## config.mk

```make
export PLATFORM = sky130hd
export DESIGN_NAME = gc_refresh_rotator_flat
export DESIGN_NICKNAME = d
export VERILOG_FILES = /design/src/rtl/gc_mem_pkg.sv /design/src/rtl/gc_refresh_rotator_if.sv /design/src/rtl/gc_ref_timer.sv /design/src/rtl/gc_refresh_rotator.sv /design/src/flat_wrapper.sv
export SDC_FILE = /design/constraint.sdc
export NUM_CORES = 1
export LEC_CHECK = 0
export CAP_MARGIN = 10
export CORE_MARGIN = 10
export CORE_UTILIZATION = 35
export CTS_CLUSTER_SIZE = 28
export DETAILED_ROUTE_END_ITERATION = 16
export SLEW_MARGIN = 20
export SYNTH_ARGS = -nofsm -noshare
export SYNTH_HDL_FRONTEND = slang
export SYNTH_SLANG_ARGS = --single-unit
```

## constraint.sdc

```tcl
create_clock -name clk -period 4.6 [get_ports clk]
set_clock_uncertainty 0.15 [all_clocks]
set_input_delay 1.15 -clock clk [delete_from_list [all_inputs] [get_ports clk]]
set_output_delay 1.15 -clock clk [all_outputs]
set_load 0.01 [all_outputs]
```

## src/rtl/gc_mem_pkg.sv

```systemverilog
// Shared types and helpers for the three-bank gain-cell refresh rotator.
package gc_mem_pkg;

  localparam int unsigned NUM_BANKS = 3;

  typedef logic [1:0] bank_idx_t;

  typedef enum logic [1:0] {
    ST_HOLD  = 2'd0,
    ST_START = 2'd1,
    ST_COPY  = 2'd2,
    ST_SWAP  = 2'd3
  } state_e;

  // Ring successor: bank k+1 refreshes from bank k, 2 wraps to 0.
  function automatic bank_idx_t next_bank(bank_idx_t b);
    return (b == 2'd2) ? 2'd0 : b + 2'd1;
  endfunction

  function automatic logic [NUM_BANKS-1:0] bank_mask(bank_idx_t b);
    return NUM_BANKS'(1) << b;
  endfunction

endpackage

```

## src/rtl/gc_refresh_rotator_if.sv

```systemverilog
// User-strobe / refresh bus between the rotator (master) and the bank wrappers plus user (slave).
// ref_timeout exists only when GC_REF_DONE_HANDSHAKE_EN is defined.
interface gc_refresh_rotator_if;
  import gc_mem_pkg::*;

  logic                 usr_we;
  logic                 usr_re;
  logic                 ref_req;
  logic [NUM_BANKS-1:0] ref_done;
  logic [NUM_BANKS-1:0] u_we;
  logic [NUM_BANKS-1:0] u_re;
  logic [NUM_BANKS-1:0] ref_en;
  logic [NUM_BANKS-1:0] start_sr;
  bank_idx_t            rd_sel;
  logic                 rvalid;
  bank_idx_t            active;
  logic                 refreshing;
`ifdef GC_REF_DONE_HANDSHAKE_EN
  logic                 ref_timeout;
`endif

  modport master (
    input  usr_we, usr_re, ref_req, ref_done,
    output u_we, u_re, ref_en, start_sr, rd_sel, rvalid, active, refreshing
`ifdef GC_REF_DONE_HANDSHAKE_EN
    , output ref_timeout
`endif
  );

  modport slave (
    output usr_we, usr_re, ref_req, ref_done,
    input  u_we, u_re, ref_en, start_sr, rd_sel, rvalid, active, refreshing
`ifdef GC_REF_DONE_HANDSHAKE_EN
    , input ref_timeout
`endif
  );
endinterface

```

## src/rtl/gc_ref_timer.sv

```systemverilog
// Retention counter and copy counter for the refresh rotator.
module gc_ref_timer #(
  parameter int unsigned RET_W = 10,
  parameter int unsigned CPY_W = 8
) (
  input  logic             clk,
  input  logic             rst,
  input  logic             ret_inc,
  input  logic             ret_clr,
  input  logic             cpy_load,
  input  logic             cpy_inc,
  output logic [RET_W-1:0] ret_cnt,
  output logic [CPY_W-1:0] cpy_cnt
);

  logic [RET_W-1:0] ret_cnt_q, ret_cnt_d;
  logic [CPY_W-1:0] cpy_cnt_q, cpy_cnt_d;

  always_comb begin
    ret_cnt_d = ret_cnt_q;
    cpy_cnt_d = cpy_cnt_q;
    if (ret_clr)      ret_cnt_d = '0;
    else if (ret_inc) ret_cnt_d = ret_cnt_q + RET_W'(1);
    if (cpy_load)     cpy_cnt_d = '0;
    else if (cpy_inc) cpy_cnt_d = cpy_cnt_q + CPY_W'(1);
  end

  always_ff @(posedge clk) begin
    if (rst) begin
      ret_cnt_q <= '0;
      cpy_cnt_q <= '0;
    end else begin
      ret_cnt_q <= ret_cnt_d;
      cpy_cnt_q <= cpy_cnt_d;
    end
  end

  assign ret_cnt = ret_cnt_q;
  assign cpy_cnt = cpy_cnt_q;

endmodule

```

## src/rtl/gc_refresh_rotator.sv

```systemverilog
// Bank-rotation refresh controller: FSM, user strobe steering and read select.
// Optional GC_REF_DONE_HANDSHAKE_EN: copy ends on ref_done[d], with timeout and ref_timeout.
module gc_refresh_rotator
  import gc_mem_pkg::*;
#(
  parameter int unsigned ADDR_W     = 7,
  parameter int unsigned DEPTH      = 128,
  parameter int unsigned RET_CYCLES = 1024
) (
  input  logic                 clk,
  input  logic                 rst,
  gc_refresh_rotator_if.master bus
);

  localparam int unsigned RET_W = $clog2(RET_CYCLES);
  // One extra bit beyond the address so the counter can reach 2*DEPTH-1.
  localparam int unsigned CPY_W = ADDR_W + 1;

  state_e    state_q, state_d;
  bank_idx_t active_q, active_d;
  bank_idx_t rd_sel_q, rd_sel_d;
  logic      rvalid_q, rvalid_d;
  logic      pend_q, pend_d;
  logic      ret_inc, ret_clr, cpy_load, cpy_inc;
  logic      copy_done;
  bank_idx_t src, dst, tgt;
  logic [RET_W-1:0] ret_cnt;
  logic [CPY_W-1:0] cpy_cnt;

  assign src = active_q;
  assign dst = next_bank(active_q);

`ifdef GC_REF_DONE_HANDSHAKE_EN
  logic timeout_q, timeout_d;
  logic cpy_expired;
  assign cpy_expired = (cpy_cnt == CPY_W'(2 * DEPTH - 1));
  assign copy_done   = bus.ref_done[dst] || cpy_expired;
  assign bus.ref_timeout = timeout_q;
`else
  logic ref_done_unused;
  assign ref_done_unused = ^bus.ref_done;
  assign copy_done = (cpy_cnt == CPY_W'(DEPTH));
`endif

  gc_ref_timer #(
    .RET_W (RET_W),
    .CPY_W (CPY_W)
  ) u_timer (
    .clk      (clk),
    .rst      (rst),
    .ret_inc  (ret_inc),
    .ret_clr  (ret_clr),
    .cpy_load (cpy_load),
    .cpy_inc  (cpy_inc),
    .ret_cnt  (ret_cnt),
    .cpy_cnt  (cpy_cnt)
  );

  // Next-state, counter controls and per-bank strobes.
  always_comb begin
    state_d        = state_q;
    active_d       = active_q;
    pend_d         = pend_q;
    ret_inc        = 1'b0;
    ret_clr        = 1'b0;
    cpy_load       = 1'b0;
    cpy_inc        = 1'b0;
    tgt            = active_q;
    bus.ref_en     = '0;
    bus.start_sr   = '0;
    bus.refreshing = 1'b0;
`ifdef GC_REF_DONE_HANDSHAKE_EN
    timeout_d      = timeout_q;
`endif
    unique case (state_q)
      ST_HOLD: begin
        if ((ret_cnt == RET_W'(RET_CYCLES - 1)) || bus.ref_req || pend_q) begin
          state_d = ST_START;
          ret_clr = 1'b1;
          pend_d  = 1'b0;
        end else begin
          ret_inc = 1'b1;
        end
      end
      ST_START: begin
        bus.ref_en     = bank_mask(src);
        bus.start_sr   = bank_mask(src);
        bus.refreshing = 1'b1;
        cpy_load       = 1'b1;
        state_d        = ST_COPY;
        if (bus.ref_req) pend_d = 1'b1;
      end
      ST_COPY: begin
        bus.ref_en     = bank_mask(src);
        bus.refreshing = 1'b1;
        cpy_inc        = 1'b1;
        if (bus.ref_req) pend_d = 1'b1;
        if (copy_done) state_d = ST_SWAP;
`ifdef GC_REF_DONE_HANDSHAKE_EN
        if (cpy_expired && !bus.ref_done[dst]) timeout_d = 1'b1;
`endif
      end
      ST_SWAP: begin
        active_d = dst;
        tgt      = dst;
        state_d  = ST_HOLD;
        if (bus.ref_req) pend_d = 1'b1;
      end
      default: state_d = ST_HOLD;
    endcase
  end

  // Zero-latency steering; reads during a copy come back from the destination.
  always_comb begin
    bus.u_we = bus.usr_we ? bank_mask(tgt) : '0;
    bus.u_re = bus.usr_re ? bank_mask(tgt) : '0;
    rd_sel_d = rd_sel_q;
    if (bus.usr_re)
      rd_sel_d = ((state_q == ST_START) || (state_q == ST_COPY)) ? dst : tgt;
    rvalid_d = bus.usr_re;
  end

  always_ff @(posedge clk) begin
    if (rst) begin
      state_q   <= ST_HOLD;
      active_q  <= 2'd0;
      rd_sel_q  <= 2'd0;
      rvalid_q  <= 1'b0;
      pend_q    <= 1'b0;
`ifdef GC_REF_DONE_HANDSHAKE_EN
      timeout_q <= 1'b0;
`endif
    end else begin
      state_q   <= state_d;
      active_q  <= active_d;
      rd_sel_q  <= rd_sel_d;
      rvalid_q  <= rvalid_d;
      pend_q    <= pend_d;
`ifdef GC_REF_DONE_HANDSHAKE_EN
      timeout_q <= timeout_d;
`endif
    end
  end

  assign bus.active = active_q;
  assign bus.rd_sel = rd_sel_q;
  assign bus.rvalid = rvalid_q;

endmodule

```

## src/flat_wrapper.sv

```systemverilog
// flat-port wrapper written by rule: the top's interface ports become plain ports
module gc_refresh_rotator_flat import gc_mem_pkg::*;
#(
  parameter int unsigned ADDR_W     = 7,
  parameter int unsigned DEPTH      = 128,
  parameter int unsigned RET_CYCLES = 1024
)
  (clk, rst, bus_usr_we, bus_usr_re, bus_ref_req, bus_ref_done, bus_u_we, bus_u_re, bus_ref_en, bus_start_sr, bus_rd_sel, bus_rvalid, bus_active, bus_refreshing);
  gc_refresh_rotator_if bus_i ();
  input  logic clk;
  input  logic rst;
  input wire logic [$bits(bus_i.usr_we)-1:0] bus_usr_we;
  input wire logic [$bits(bus_i.usr_re)-1:0] bus_usr_re;
  input wire logic [$bits(bus_i.ref_req)-1:0] bus_ref_req;
  input wire logic [$bits(bus_i.ref_done)-1:0] bus_ref_done;
  output wire logic [$bits(bus_i.u_we)-1:0] bus_u_we;
  output wire logic [$bits(bus_i.u_re)-1:0] bus_u_re;
  output wire logic [$bits(bus_i.ref_en)-1:0] bus_ref_en;
  output wire logic [$bits(bus_i.start_sr)-1:0] bus_start_sr;
  output wire logic [$bits(bus_i.rd_sel)-1:0] bus_rd_sel;
  output wire logic [$bits(bus_i.rvalid)-1:0] bus_rvalid;
  output wire logic [$bits(bus_i.active)-1:0] bus_active;
  output wire logic [$bits(bus_i.refreshing)-1:0] bus_refreshing;
  assign bus_i.usr_we = bus_usr_we;
  assign bus_i.usr_re = bus_usr_re;
  assign bus_i.ref_req = bus_ref_req;
  assign bus_i.ref_done = bus_ref_done;
  assign bus_u_we = bus_i.u_we;
  assign bus_u_re = bus_i.u_re;
  assign bus_ref_en = bus_i.ref_en;
  assign bus_start_sr = bus_i.start_sr;
  assign bus_rd_sel = bus_i.rd_sel;
  assign bus_rvalid = bus_i.rvalid;
  assign bus_active = bus_i.active;
  assign bus_refreshing = bus_i.refreshing;
  gc_refresh_rotator #(.ADDR_W(ADDR_W), .DEPTH(DEPTH), .RET_CYCLES(RET_CYCLES)) u_core (.clk(clk), .rst(rst), .bus(bus_i));
endmodule
```

=== Yosys cells after proc, flatten, opt, wreduce, memory -nomap -nowiden ===
Index checks and enable logic that the tools add are counted.

* Bits in registers: 26
* Output and inout port bits: 18
* Input port bits: 8
* Word-level logic and storage cells: 51

* Reduce and logical (&&, ||, !) cells: 10
* Multiplexer cells: 20
* Add/subtract/negate cells: 3
* Equality and inequality tests: 9
* Shift-type cells: 2

{| class="wikitable"
|+ Operators by type and width
! operator !! number
|-
| two-way mux 3 bit || 4
|-
| adder 10 x 1 -> 10 bit (second input constant) || 1
|-
| equality test 10 bit (second input constant) || 1
|-
| two-way mux 2 bit || 5
|-
| two-way mux 1 bit || 9
|-
| adder 8 x 1 -> 8 bit (second input constant) || 1
|-
| equality test 8 bit (second input constant) || 1
|-
| case mux 2 bit (4 select lines) || 1
|-
| equality test 2 bit (second input constant) || 3
|-
| inequality test 2 x 1 -> 1 bit (second input constant) || 3
|-
| OR reduction 2 bit || 3
|-
| << shifter 1 x 2 -> 3 bit (first input constant) || 2
|-
| AND reduction 2 bit || 2
|-
| logical OR 1 bit || 3
|-
| OR reduction 3 bit || 1
|-
| adder 2 x 1 -> 2 bit (second input constant) || 1
|-
| equality test 2 x 1 -> 1 bit (second input constant) || 1
|-
| logical NOT 2 bit || 1
|-
| case mux 1 bit (2 select lines) || 1
|}

=== Depth between registers and ports, before layout ===
* Depth in word-level cells: 6
* Depth in mapped cells: 7
* Gate-level depth less buffers: 6

=== Cells and area by module ===
Synthesis repeated with hierarchy kept, for this count alone.

* Cells, all modules: 159
* Area total of the unflattened synthesis: 1365.1 µm²

{| class="wikitable"
|+ By module, submodules not included
! module !! area each (µm²) !! cells an instance !! times used !! seq. area each (µm²)
|-
| gc_ref_timer || 773.2 || 84 || 1 || 360.3
|-
| gc_refresh_rotator || 591.8 || 75 || 1 || 160.2
|}

=== Worst setup path before layout ===
OpenSTA, ideal clock, no wires.

* Kind: input to output
* Start: input port bus_usr_re
* End: output port bus_u_re[0]
* Stages: 1
* Setup slack: 1953 ps
* Arrival: 1347 ps
* Data required time: 3300 ps
* Cell sequence: nor2b_1

* Cells in the longest elaborated chain, start to end: 1

{| class="wikitable"
|+ Ends and longest elaborated chain
! element !! RTL line !! text
|-
| from (decl) || flat_wrapper.sv:13 || <nowiki>input wire logic [$bits(bus_i.usr_re)-1:0] bus_usr_re;</nowiki>
|-
| two-way mux 3 bit || gc_refresh_rotator.sv:116 || <nowiki>bus.u_re = bus.usr_re ? bank_mask(tgt) : '0;</nowiki>
|-
| to (decl) || flat_wrapper.sv:17 || <nowiki>output wire logic [$bits(bus_i.u_re)-1:0] bus_u_re;</nowiki>
|}

Every way passes these cells.

=== Worst setup path after layout ===
* Start: input port bus_usr_re
* End: output port bus_u_re[1]

The elaborated chain is that of the path after synthesis.

==> flow_results.xml <==
<?xml version="1.0" encoding="UTF-8"?>
<metrics>
  <group name="run_status">
    <metric name="status" unit="">completed</metric>
  </group>
  <group name="place">
    <metric name="place.gp.congestion" unit="">0.776</metric>
    <metric name="place.detailed.hpwl" unit="um">2540</metric>
    <metric name="placed_cells" unit="">235</metric>
    <metric name="io_buffers" unit="">22</metric>
  </group>
  <group name="yosys">
    <metric name="number_of_synthesized_register_bits" unit="">26</metric>
    <metric name="synthesized_area_per_cell" unit="um2">8.54</metric>
    <metric name="ys_seq_area_share" unit="%">36.1</metric>
    <metric name="synth.cell_area" unit="um2">1440</metric>
    <metric name="synth_nets" unit="">184</metric>
    <metric name="number_of_library_cell_types_mapped_by_synthesis" unit="">46</metric>
    <metric name="yosys_warnings" unit="">0</metric>
    <metric name="ys_dominant_reg_cell" unit="">sky130_fd_sc_hd__dfxtp_1</metric>
    <metric name="netlist_instances" unit="">169</metric>
    <metric name="synth-edff-count" unit="">0</metric>
    <metric name="ys_async_sr_fraction" unit="%">0</metric>
  </group>
  <group name="layout">
    <metric name="antenna_diode_count" unit="">0</metric>
    <metric name="finalNonFillerCells" unit="">239</metric>
    <metric name="area.sequential" unit="um2">520</metric>
    <metric name="filler_cells" unit="">403</metric>
    <metric name="drive_above_1_share" unit="%">6.88</metric>
    <metric name="nNetsFinal" unit="">205</metric>
    <metric name="area_grow_syn2layout" unit="%">21.2</metric>
    <metric name="multiInputGateArea" unit="um2">861</metric>
  </group>
  <group name="clock_tree">
    <metric name="cts_tree" unit="">done</metric>
    <metric name="ctsHoldBuffers" unit="">0</metric>
    <metric name="cts_max_path_buffers" unit="">2</metric>
    <metric name="worst_skew_pair_later_pin_latency" unit="ps">270</metric>
    <metric name="ctsHtreeMaxLevel" unit="">1</metric>
    <metric name="cts_inserted_buffers" unit="">3</metric>
    <metric name="numClockSinks" unit="">26</metric>
    <metric name="cts.root.buffer_cell" unit="">sky130_fd_sc_hd__clkbuf_8</metric>
    <metric name="cts_setup_buffers" unit="">0</metric>
    <metric name="worst_setup_hold_path_clk_slew" unit="ps">90</metric>
    <metric name="ctsResizeCount" unit="">0</metric>
  </group>
  <group name="sta">
    <metric name="timing_worst_slew_pin_value" unit="ps">455</metric>
    <metric name="finalSetupViolations" unit="">0</metric>
    <metric name="finalCriticalPeriod" unit="ps">3770</metric>
    <metric name="hold_viol" unit="">0</metric>
    <metric name="final_report_max_slew_violation_count" unit="">0</metric>
    <metric name="holdWs" unit="ps">350</metric>
    <metric name="max_freq" unit="MHz">265</metric>
    <metric name="timing.slew.headroom" unit="%">69.6</metric>
    <metric name="setup_total_negative_slack" unit="ps">0</metric>
    <metric name="timing.final.crit_share" unit="%">82.0</metric>
    <metric name="rsz0062_at_grt" unit="">no</metric>
  </group>
  <group name="power">
    <metric name="p_per_area" unit="nW/um2">418</metric>
    <metric name="worst_voltage_drop_across_the_vdd_grid" unit="uV">218</metric>
    <metric name="cellLeakagePower" unit="nW">0.632</metric>
    <metric name="totalPowerFinal" unit="mW">0.731</metric>
  </group>
  <group name="worst_hold_path">
    <metric name="hold_crit_class" unit="">reg2reg</metric>
  </group>
  <group name="critical_path">
    <metric name="path_delay_family" unit="">buffers and inverters</metric>
    <metric name="start_kind" unit="">primary input</metric>
    <metric name="timing.setup.critical_path_class" unit="">in2out</metric>
    <metric name="critPathSlowestCell" unit="">sky130_fd_sc_hd__clkdlybuf4s50_1</metric>
    <metric name="path_cells" unit="">clkdlybuf4s50_1 -&gt; and2_1 -&gt; clkdlybuf4s50_1</metric>
    <metric name="cpMostUsedCell" unit="">sky130_fd_sc_hd__clkdlybuf4s50_1</metric>
    <metric name="max_stage_delay" unit="ps">600</metric>
    <metric name="timing.critical_path.fanout_max" unit="">8</metric>
    <metric name="worst_setup_path_end_kind" unit="">output port</metric>
    <metric name="cp.required" unit="ps">3300</metric>
    <metric name="crit_arrival" unit="ps">2470</metric>
    <metric name="cp_num_buf_inv" unit="">2</metric>
  </group>
  <group name="global_routing">
    <metric name="track_usage" unit="%">9.29</metric>
    <metric name="first_global_vias" unit="">1244</metric>
    <metric name="grt_max_degree" unit="">15</metric>
    <metric name="overflow" unit="">0</metric>
    <metric name="grt_pass1_wl" unit="um">5750</metric>
    <metric name="grt_antenna_before_repair" unit="">0</metric>
  </group>
  <group name="floorplanning">
    <metric name="floorplan.initialDensity" unit="%">36.1</metric>
    <metric name="placement_rows" unit="">23</metric>
    <metric name="die_y" unit="um">84.2</metric>
    <metric name="io-pin-count" unit="">26</metric>
    <metric name="floorplan.die_area" unit="um2">7090</metric>
    <metric name="fp.coreArea" unit="um2">4000</metric>
    <metric name="chipWidth" unit="um">84.2</metric>
  </group>
  <group name="routing">
    <metric name="drc_errors" unit="">0</metric>
    <metric name="ant_nets" unit="">0</metric>
    <metric name="finalWirelength" unit="um">3250</metric>
    <metric name="vias_per_cell" unit="">5.20</metric>
    <metric name="dr.pass1.iters" unit="">4</metric>
    <metric name="routed_wire_length_per_instance" unit="um">13.6</metric>
    <metric name="routed-via-count" unit="">1242</metric>
    <metric name="drt-initial-drc-count" unit="">16</metric>
  </group>
  <group name="run">
    <metric name="max_cap_viol_count" unit="">0</metric>
  </group>
</metrics>
==> per-stage QoR <==
step           cell area [um2]  util, %  worst slack, ps
5_1_grt                   1750     43.7              758
3_5_place_dp              1690     42.4              822
6_report                  1750     43.7              829
4_1_cts                   1750     43.7              821
3_3_place_gp              1690     42.4              848
2_1_floorplan             1440        -             1950
==> routing by layer <==
metal	vias to the layer above	routed length [um]	GRT usage, %
met5	-	0	0
met3	4	105	1.93
li1	629	-	-
met2	17	1670	16.6
met4	0	33	3.04
met1	592	1440	10.6
==> flip-flops by register name, summed over array words and instances, names as in the netlist <==
register / count
u_core.bus.active: 2
u_core.bus.rd_sel: 2
u_core.bus.rvalid: 1
u_core.pend_q: 1
u_core.state_q: 2
u_core.u_timer.cpy_cnt: 8
u_core.u_timer.ret_cnt: 10
==> final timing paths <==
| check | from | end | slack, ps | cells past startpoint |
|---|---|---|---|---|
| min reg2reg | u_core.u_timer.cpy_cnt[7] | u_core.u_timer.cpy_cnt[7] | 350 | 2 |
| max | bus_usr_re | bus_u_re[1] | 830 | 3 |
| min | u_core.u_timer.cpy_cnt[7] | u_core.u_timer.cpy_cnt[7] | 350 | 2 |
| max reg2reg | u_core.state_q[0] | u_core.u_timer.ret_cnt[9] | 2470 | 6 |
==> worst register-to-register path: stages, from the launching register on <==
cell                      delay, ps
sky130_fd_sc_hd__dfxtp_1        350
sky130_fd_sc_hd__inv_1           90
sky130_fd_sc_hd__ha_1           380
sky130_fd_sc_hd__or3b_4         470
sky130_fd_sc_hd__nor4_4         300
sky130_fd_sc_hd__and4_1         250
sky130_fd_sc_hd__nor3_2          50
==> logic make-up (layout without fill, tap and decap cells) <==
group,Yosys count,count (layout),synth area share (%)
XOR/XNOR,8,8,4.86
multiplexers,5,5,3.47
adder cells (fa/ha/maj),7,7,6.07
AO/OA/AOI/OAI,31,31,15.4
buffers and inverters,14,34,4.25
flip-flops,26,26,36.1
AND/OR/NAND/NOR,78,78,29.8
==> cells in the final DEF, fill, tap and decap left out, types with 2 or more instances in the layout <==
| cell type | instances |
|---|---|
| sky130_fd_sc_hd__a21oi_1 | 7 |
| sky130_fd_sc_hd__a311oi_1 | 2 |
| sky130_fd_sc_hd__and2_1 | 7 |
| sky130_fd_sc_hd__and4_1 | 2 |
| sky130_fd_sc_hd__clkbuf_8 | 4 |
| sky130_fd_sc_hd__clkdlybuf4s50_1 | 22 |
| sky130_fd_sc_hd__dfxtp_1 | 26 |
| sky130_fd_sc_hd__ha_1 | 7 |
| sky130_fd_sc_hd__inv_1 | 8 |
| sky130_fd_sc_hd__mux2i_1 | 5 |
| sky130_fd_sc_hd__nand2_1 | 15 |
| sky130_fd_sc_hd__nand2b_1 | 2 |
| sky130_fd_sc_hd__nand3_1 | 4 |
| sky130_fd_sc_hd__nand4_1 | 3 |
| sky130_fd_sc_hd__nor2_1 | 22 |
| sky130_fd_sc_hd__nor2b_1 | 4 |
| sky130_fd_sc_hd__nor3_1 | 6 |
| sky130_fd_sc_hd__o21ai_0 | 8 |
| sky130_fd_sc_hd__or3_1 | 3 |
| sky130_fd_sc_hd__xnor2_1 | 3 |
| sky130_fd_sc_hd__xor2_1 | 5 |
==> Yosys cell counts, types with 2 or more instances <==
library cell,count,area [um2]
sky130_fd_sc_hd__o21ai_0,8,40.0
sky130_fd_sc_hd__xnor2_1,3,26.3
sky130_fd_sc_hd__clkbuf_1,4,15.0
sky130_fd_sc_hd__and4_1,2,17.5
sky130_fd_sc_hd__and2_1,7,43.8
sky130_fd_sc_hd__ha_1,7,87.6
sky130_fd_sc_hd__nor3_1,6,30.0
sky130_fd_sc_hd__nand4_1,3,18.8
sky130_fd_sc_hd__a21oi_1,7,35.0
sky130_fd_sc_hd__mux2i_1,5,50.1
sky130_fd_sc_hd__nand2_1,15,56.3
sky130_fd_sc_hd__inv_1,8,30.0
sky130_fd_sc_hd__a311oi_1,2,17.5
sky130_fd_sc_hd__nand2b_1,2,12.5
sky130_fd_sc_hd__xor2_1,5,43.8
sky130_fd_sc_hd__nand3_1,4,20.0
sky130_fd_sc_hd__or3_1,3,18.8
sky130_fd_sc_hd__nor2_1,22,82.6
sky130_fd_sc_hd__dfxtp_1,26,521
sky130_fd_sc_hd__nor2b_1,4,25.0
==> report_power, final <==
group	internal [mW]	leakage, nW	total (mW)	switching [mW]
clock network	0.0764	0.0288	0.146	0.0701
logic	0.148	0.393	0.312	0.164
registers	0.247	0.211	0.272	0.0248
total	0.471	0.632	0.731	0.259
==> cell type report <==
type | instances | area share [%]
Sequential cell | 26 | 29.8
Tap cell | 50 | 3.58
Inverter | 8 | 1.72
Multi-Input combinational cell | 129 | 49.2
Timing Repair Buffer | 22 | 12.6
Clock buffer | 4 | 3.15
Power figures use the tool's default switching activity.
==> RTL change 1: new RTL, config.mk and constraints unchanged <==
The 4 states of `state_e` get a Gray code encoding in 2 bits.
--- a/src/rtl/gc_mem_pkg.sv
+++ b/src/rtl/gc_mem_pkg.sv
@@ -7,8 +7,8 @@
 
   typedef enum logic [1:0] {
-    ST_HOLD  = 2'd0,
-    ST_START = 2'd1,
-    ST_COPY  = 2'd2,
-    ST_SWAP  = 2'd3
+    ST_HOLD  = 2'b00,
+    ST_START = 2'b01,
+    ST_COPY  = 2'b11,
+    ST_SWAP  = 2'b10
   } state_e;
 
Function: same outputs for any inputs over 10 cycles, from zero or initial values and one cycle with rst high; not proved beyond that.
==> RTL change 1 against the unedited design <==
  * Via count fell by 5.1%
  * Cell area fell by 6.2%
  * Routed wire length fell by 9.2%
  * Area after synthesis fell by 6.9%
  * Die area fell by 5.2%
  * Sequential cell count did not move
  * Largest cell class unchanged
  * Setup slack improved by 0.041 ns
Power is not compared: it rests on default switching activity, and its combinational part moved more than twofold at a synthesized area within 25%.
==> RTL change 1: results (changes against the unedited design) <==
| Metric | Value |
|---|---|
| Slew at the pin closest to its max-slew limit | 0.557 ns (+0.102 ns) |
| CP arrival | 2.43 ns (-0.04 ns) |
| Syn Nets | 170 (-7.6%) |
| DP HPWL | 2160 um (-15%) |
| Layout cells sized above 1 | 5.65% (-1.2 points) |
| Initial antenna violation count | 0 (unchanged) |
| Met2 WL | 1230 um (-26%) |
| Register area share after synthesis | 38.7% (+2.7 points) |
| P_leak | around 0.57 nW |
| Status | completed |
| Worst R2R Path Depth | 4 (-2) |
| Compound-cell area share of the yosys netlist | 13.0% (-2.4 points) |
| DRT iter0 DRCs | 76 (+60) |
| Via-to-Cell Ratio | 5.24 (+0.83%) |
| Global route overflow | 0 (unchanged) |
| Filler instances | 374 (-7.2%) |
| Adder-cell share of the synthesized area | 2.79% (-3.3 points) |
| Avg WL per Cell | 13.1 um (-3.5%) |
| Mean Syn Cell Area | 8.45 um^2 (-0.99%) |
| Post-synth top cells | dfxtp_1, nor2_1, nand2_1, a21oi_1, clkbuf_1 |
| Setup WS pre-CTS | 0.876 ns (+0.0541 ns) |
| Vias in the first global route | 1150 (-7.6%) |
| CP max stage delay | 0.57 ns (-0.03 ns) |
| Worst VDD drop | 145 uV |
| Area contributors post-synth | dfxtp_1, nor2_1, xor2_1, a21oi_1, ha_1 |
| Routed wl met3 | 273 um (+160%) |
| Placed cell count | 221 (-6.0%) |
| Largest net degree at the start of global routing | 16 (+1) |
| Seq pwr share | approximately 53% |
| Post-synthesis cell type count | 38 (-17%) |
| Total track usage | 9.51% (+0.22 points) |
| Final nets | 189 (-7.8%) |
| Mux share of post-synthesis cell area | 2.23% (-1.2 points) |
| Clk Latency, worst-skew pair | 0.27 ns (about the same) |
| Gpl congestion | 0.799 (+2.9%) |
| Slowest cell on the critical path | clkdlybuf4s50_1 |
| Routed WL | 2950 um (-9.2%) |
| DP Area | 1590 um^2 (-6.4%) |
| M1 WL | 1400 um (-2.7%) |
==> RTL change 1: cell type report <==
type	count	area [um^2]	share of cell area [%]
Multi-Input combinational cell	122	774	47.2
Sequential cell	26	520	31.7
Timing Repair Buffer	22	220	13.4
Tap cell	48	60.1	3.66
Clock buffer	4	55.1	3.35
Inverter	3	11.3	0.686
==> RTL change 1: worst paths after layout <==
path / end / slack (ns) / startpoint
worst min-delay path: u_core.u_timer.cpy_cnt[1] / 0.34 / u_core.u_timer.cpy_cnt[1]
worst max register to register: u_core.u_timer.ret_cnt[7] / 2.68 / u_core.state_q[0]
worst max-delay path: bus_u_re[0] / 0.87 / bus_usr_re
worst min register to register: u_core.u_timer.cpy_cnt[1] / 0.34 / u_core.u_timer.cpy_cnt[1]
==> RTL change 1: per-layer routing <==
metal | track usage [%] | vias to the layer above
li1 | - | 601
met1 | 11.6 | 549
met2 | 13.6 | 25
met3 | 4.69 | 4
met4 | 4.59 | 0
met5 | 0 | -
==> RTL change 2: new RTL, same settings <==
Made on the original files. `DEPTH` is set to 128 in 2 places; all go to 64.
--- a/src/rtl/gc_refresh_rotator.sv
+++ b/src/rtl/gc_refresh_rotator.sv
@@ -5,5 +5,5 @@
 #(
   parameter int unsigned ADDR_W     = 7,
-  parameter int unsigned DEPTH      = 128,
+  parameter int unsigned DEPTH      = 64,
   parameter int unsigned RET_CYCLES = 1024
 ) (
--- a/src/flat_wrapper.sv
+++ b/src/flat_wrapper.sv
@@ -3,5 +3,5 @@
 #(
   parameter int unsigned ADDR_W     = 7,
-  parameter int unsigned DEPTH      = 128,
+  parameter int unsigned DEPTH      = 64,
   parameter int unsigned RET_CYCLES = 1024
 )
Check against the original RTL: same outputs for any inputs over 10 cycles, from zero or initial values and one cycle with rst high; that may be too few to reach the edited logic, so the function may still have changed.
==> RTL change 2 against the unedited design <==
  * Setup slack lost 0.0070 ns
  * Largest cell class unchanged
  * Total power shrank 2.1%
  * Area after synthesis is essentially flat
  * Hold slack lost 0.0090 ns
  * Cell count grew 0.42%
  * Sequential cell count is the same
  * Routed wire length shrank 2.3%
  * Combinational power grew 2%
  * Via count shrank 0.89%
  * Sequential power is essentially flat
  * Cell area shrank 1.1%
==> RTL change 2: results (changes against the unedited design) <==
| Metric | Value |
|---|---|
| Async SR Flop Fraction | 0% (unchanged) |
| Filler instances | 409 (+1.5%) |
| Layout cells sized above 1 | 7.37% (+0.49 points) |
| Worst R2R Path Depth | 6 (unchanged) |
| Clock slew at reported path FFs | 0.08 ns |
| DRT iter0 DRCs | 36 (+20) |
| Worst Hold Launch | u_core.u_timer.cpy_cnt[7] |
| Worst reg2reg startpoint | u_core.state_q[0] |
| Drt first pass iters | 4 (unchanged) |
| Slew at the pin closest to its max-slew limit | 0.674 ns (+0.220 ns) |
| Mux share of post-synthesis cell area | 3.47% (about the same) |
| Global route overflow | 0 (unchanged) |
| Synthesis Warnings | 0 (unchanged) |
| Grt met1 use | 10.6% (about the same) |
| CP endpoint | bus_u_re[0] |
| Post-synthesis cell type count | 42 (-8.7%) |
| DP HPWL | 2370 um (-6.5%) |
| Post-synth top cells | dfxtp_1, nor2_1, nand2_1, nor3_1, o21ai_0 |
| Class of the most critical hold timing path | reg2reg |
| Max-Cap Viols | 0 (unchanged) |
| Register area share after synthesis | 36.1% (about the same) |
| First-pass GRT wire length | 5600 um (-2.5%) |
| Area contributors post-synth | dfxtp_1, nor2_1, ha_1, mux2i_1, nor3_1 |
| Via-to-Cell Ratio | 5.13 (-1.3%) |
| Status | completed |
| Vias in the first global route | 1212 (-2.6%) |
| Adder-cell share of the synthesized area | 6.08% (about the same) |
| Port-buffer cells | 22 (unchanged) |
| Critical path origin | bus_usr_re |
| Clk Latency, worst-skew pair | 0.27 ns (about the same) |
| Bufs on Longest Clock Path | 2 (unchanged) |
| Gpl congestion | 0.748 (-3.7%) |
| R2R Setup Slk | 2.40 ns (-0.07 ns) |
| Setup bufs post-CTS | 0 (unchanged) |
| Total track usage | 9.07% (-0.21 points) |
| Syn Nets | 188 (+2.2%) |
| Routed WL | 3180 um (-2.3%) |
| Compound-cell area share of the yosys netlist | 14.4% (-1.0 points) |
| GR Util met2 | 15.6% (-0.97 points) |
| # diodes | 0 (unchanged) |
| Internal power | 456 uW (-3.3%) |
| Initial antenna violation count | 0 (unchanged) |
| Final nets | 207 (+0.98%) |
| P_leak | 0.627 nW (-0.83%) |
| Ys flop type | dfxtp_1 |
| # resized after CTS | 0 (unchanged) |
| Clock Root Buffer | clkbuf_8 |
| Number of flip-flops under the largest register name | 10 (unchanged) |
| Synth Area in XOR/XNOR | 4.86% (about the same) |
| Worst VDD drop | 220 uV (+1.1%) |
| Htree depth | 1 (unchanged) |
| Met3 GRT Util | 3.00% (+1.1 points) |
| Crit path max fanout | 8 (unchanged) |
| CP arrival | roughly 2.5 ns |
| Largest net degree at the start of global routing | 19 (+4) |
## RTL change 2: cell types whose count changed after synthesis, sizes merged, moves of 2 or more
cell    delta
a21bo      +2
nand2      -4
clkbuf     +2
nand2b     +2
nor3       +2
nor2       +4
a21boi     -2
## RTL change 2: per-layer routing
metal	wire, um	share of wire, %
met5	0	0
met4	22	0.69
met3	100	3.1
met2	1610	51
met1	1440	45
## RTL change 2: worst min-delay path by stage
stage,to,cells past startpoint
after global routing,u_core.u_timer.cpy_cnt[7],2
final,u_core.u_timer.cpy_cnt[7],2
after global placement,u_core.u_timer.cpy_cnt[7],2
after floorplan,u_core.u_timer.cpy_cnt[7],2
after detailed placement,u_core.u_timer.cpy_cnt[7],2
after CTS,u_core.u_timer.cpy_cnt[7],2
## RTL change 2: stage by stage
step                worst slack (ns)  cell area [um^2]  total power [mW]  hold slack, ns  instances
finish                         0.822              1730             0.715           0.341        240
global route                   0.742              1730             0.773           0.370        240
CTS                            0.815              1730             0.726           0.351        240
detailed placement             0.818              1690             0.598           0.338        237
global placement               0.849              1690             0.590           0.319        237
floorplan                       1.95              1440             0.489           0.308        173
## RTL change 2: power by group through the flow
stage,Clock (mW),Combinational (mW),Sequential [mW]
after floorplan,0,0.218,0.271
after global routing,0.141,0.356,0.275
after global placement,0,0.316,0.275
after CTS,0.132,0.323,0.271
after detailed placement,0,0.322,0.276
final,0.127,0.318,0.271
## RTL change 2: critical path, cell delays in order
cell and delay, ns:
clkdlybuf4s50_1 0.62, nor2b_1 0.17, clkdlybuf4s50_1 0.54
## RTL change 2: area by class of cell
type,count,share of cell area (%)
Multi-Input combinational cell,132,49.7
Sequential cell,26,30.1
Timing Repair Buffer,22,12.7
Tap cell,50,3.62
Clock buffer,3,2.39
Inverter,7,1.52
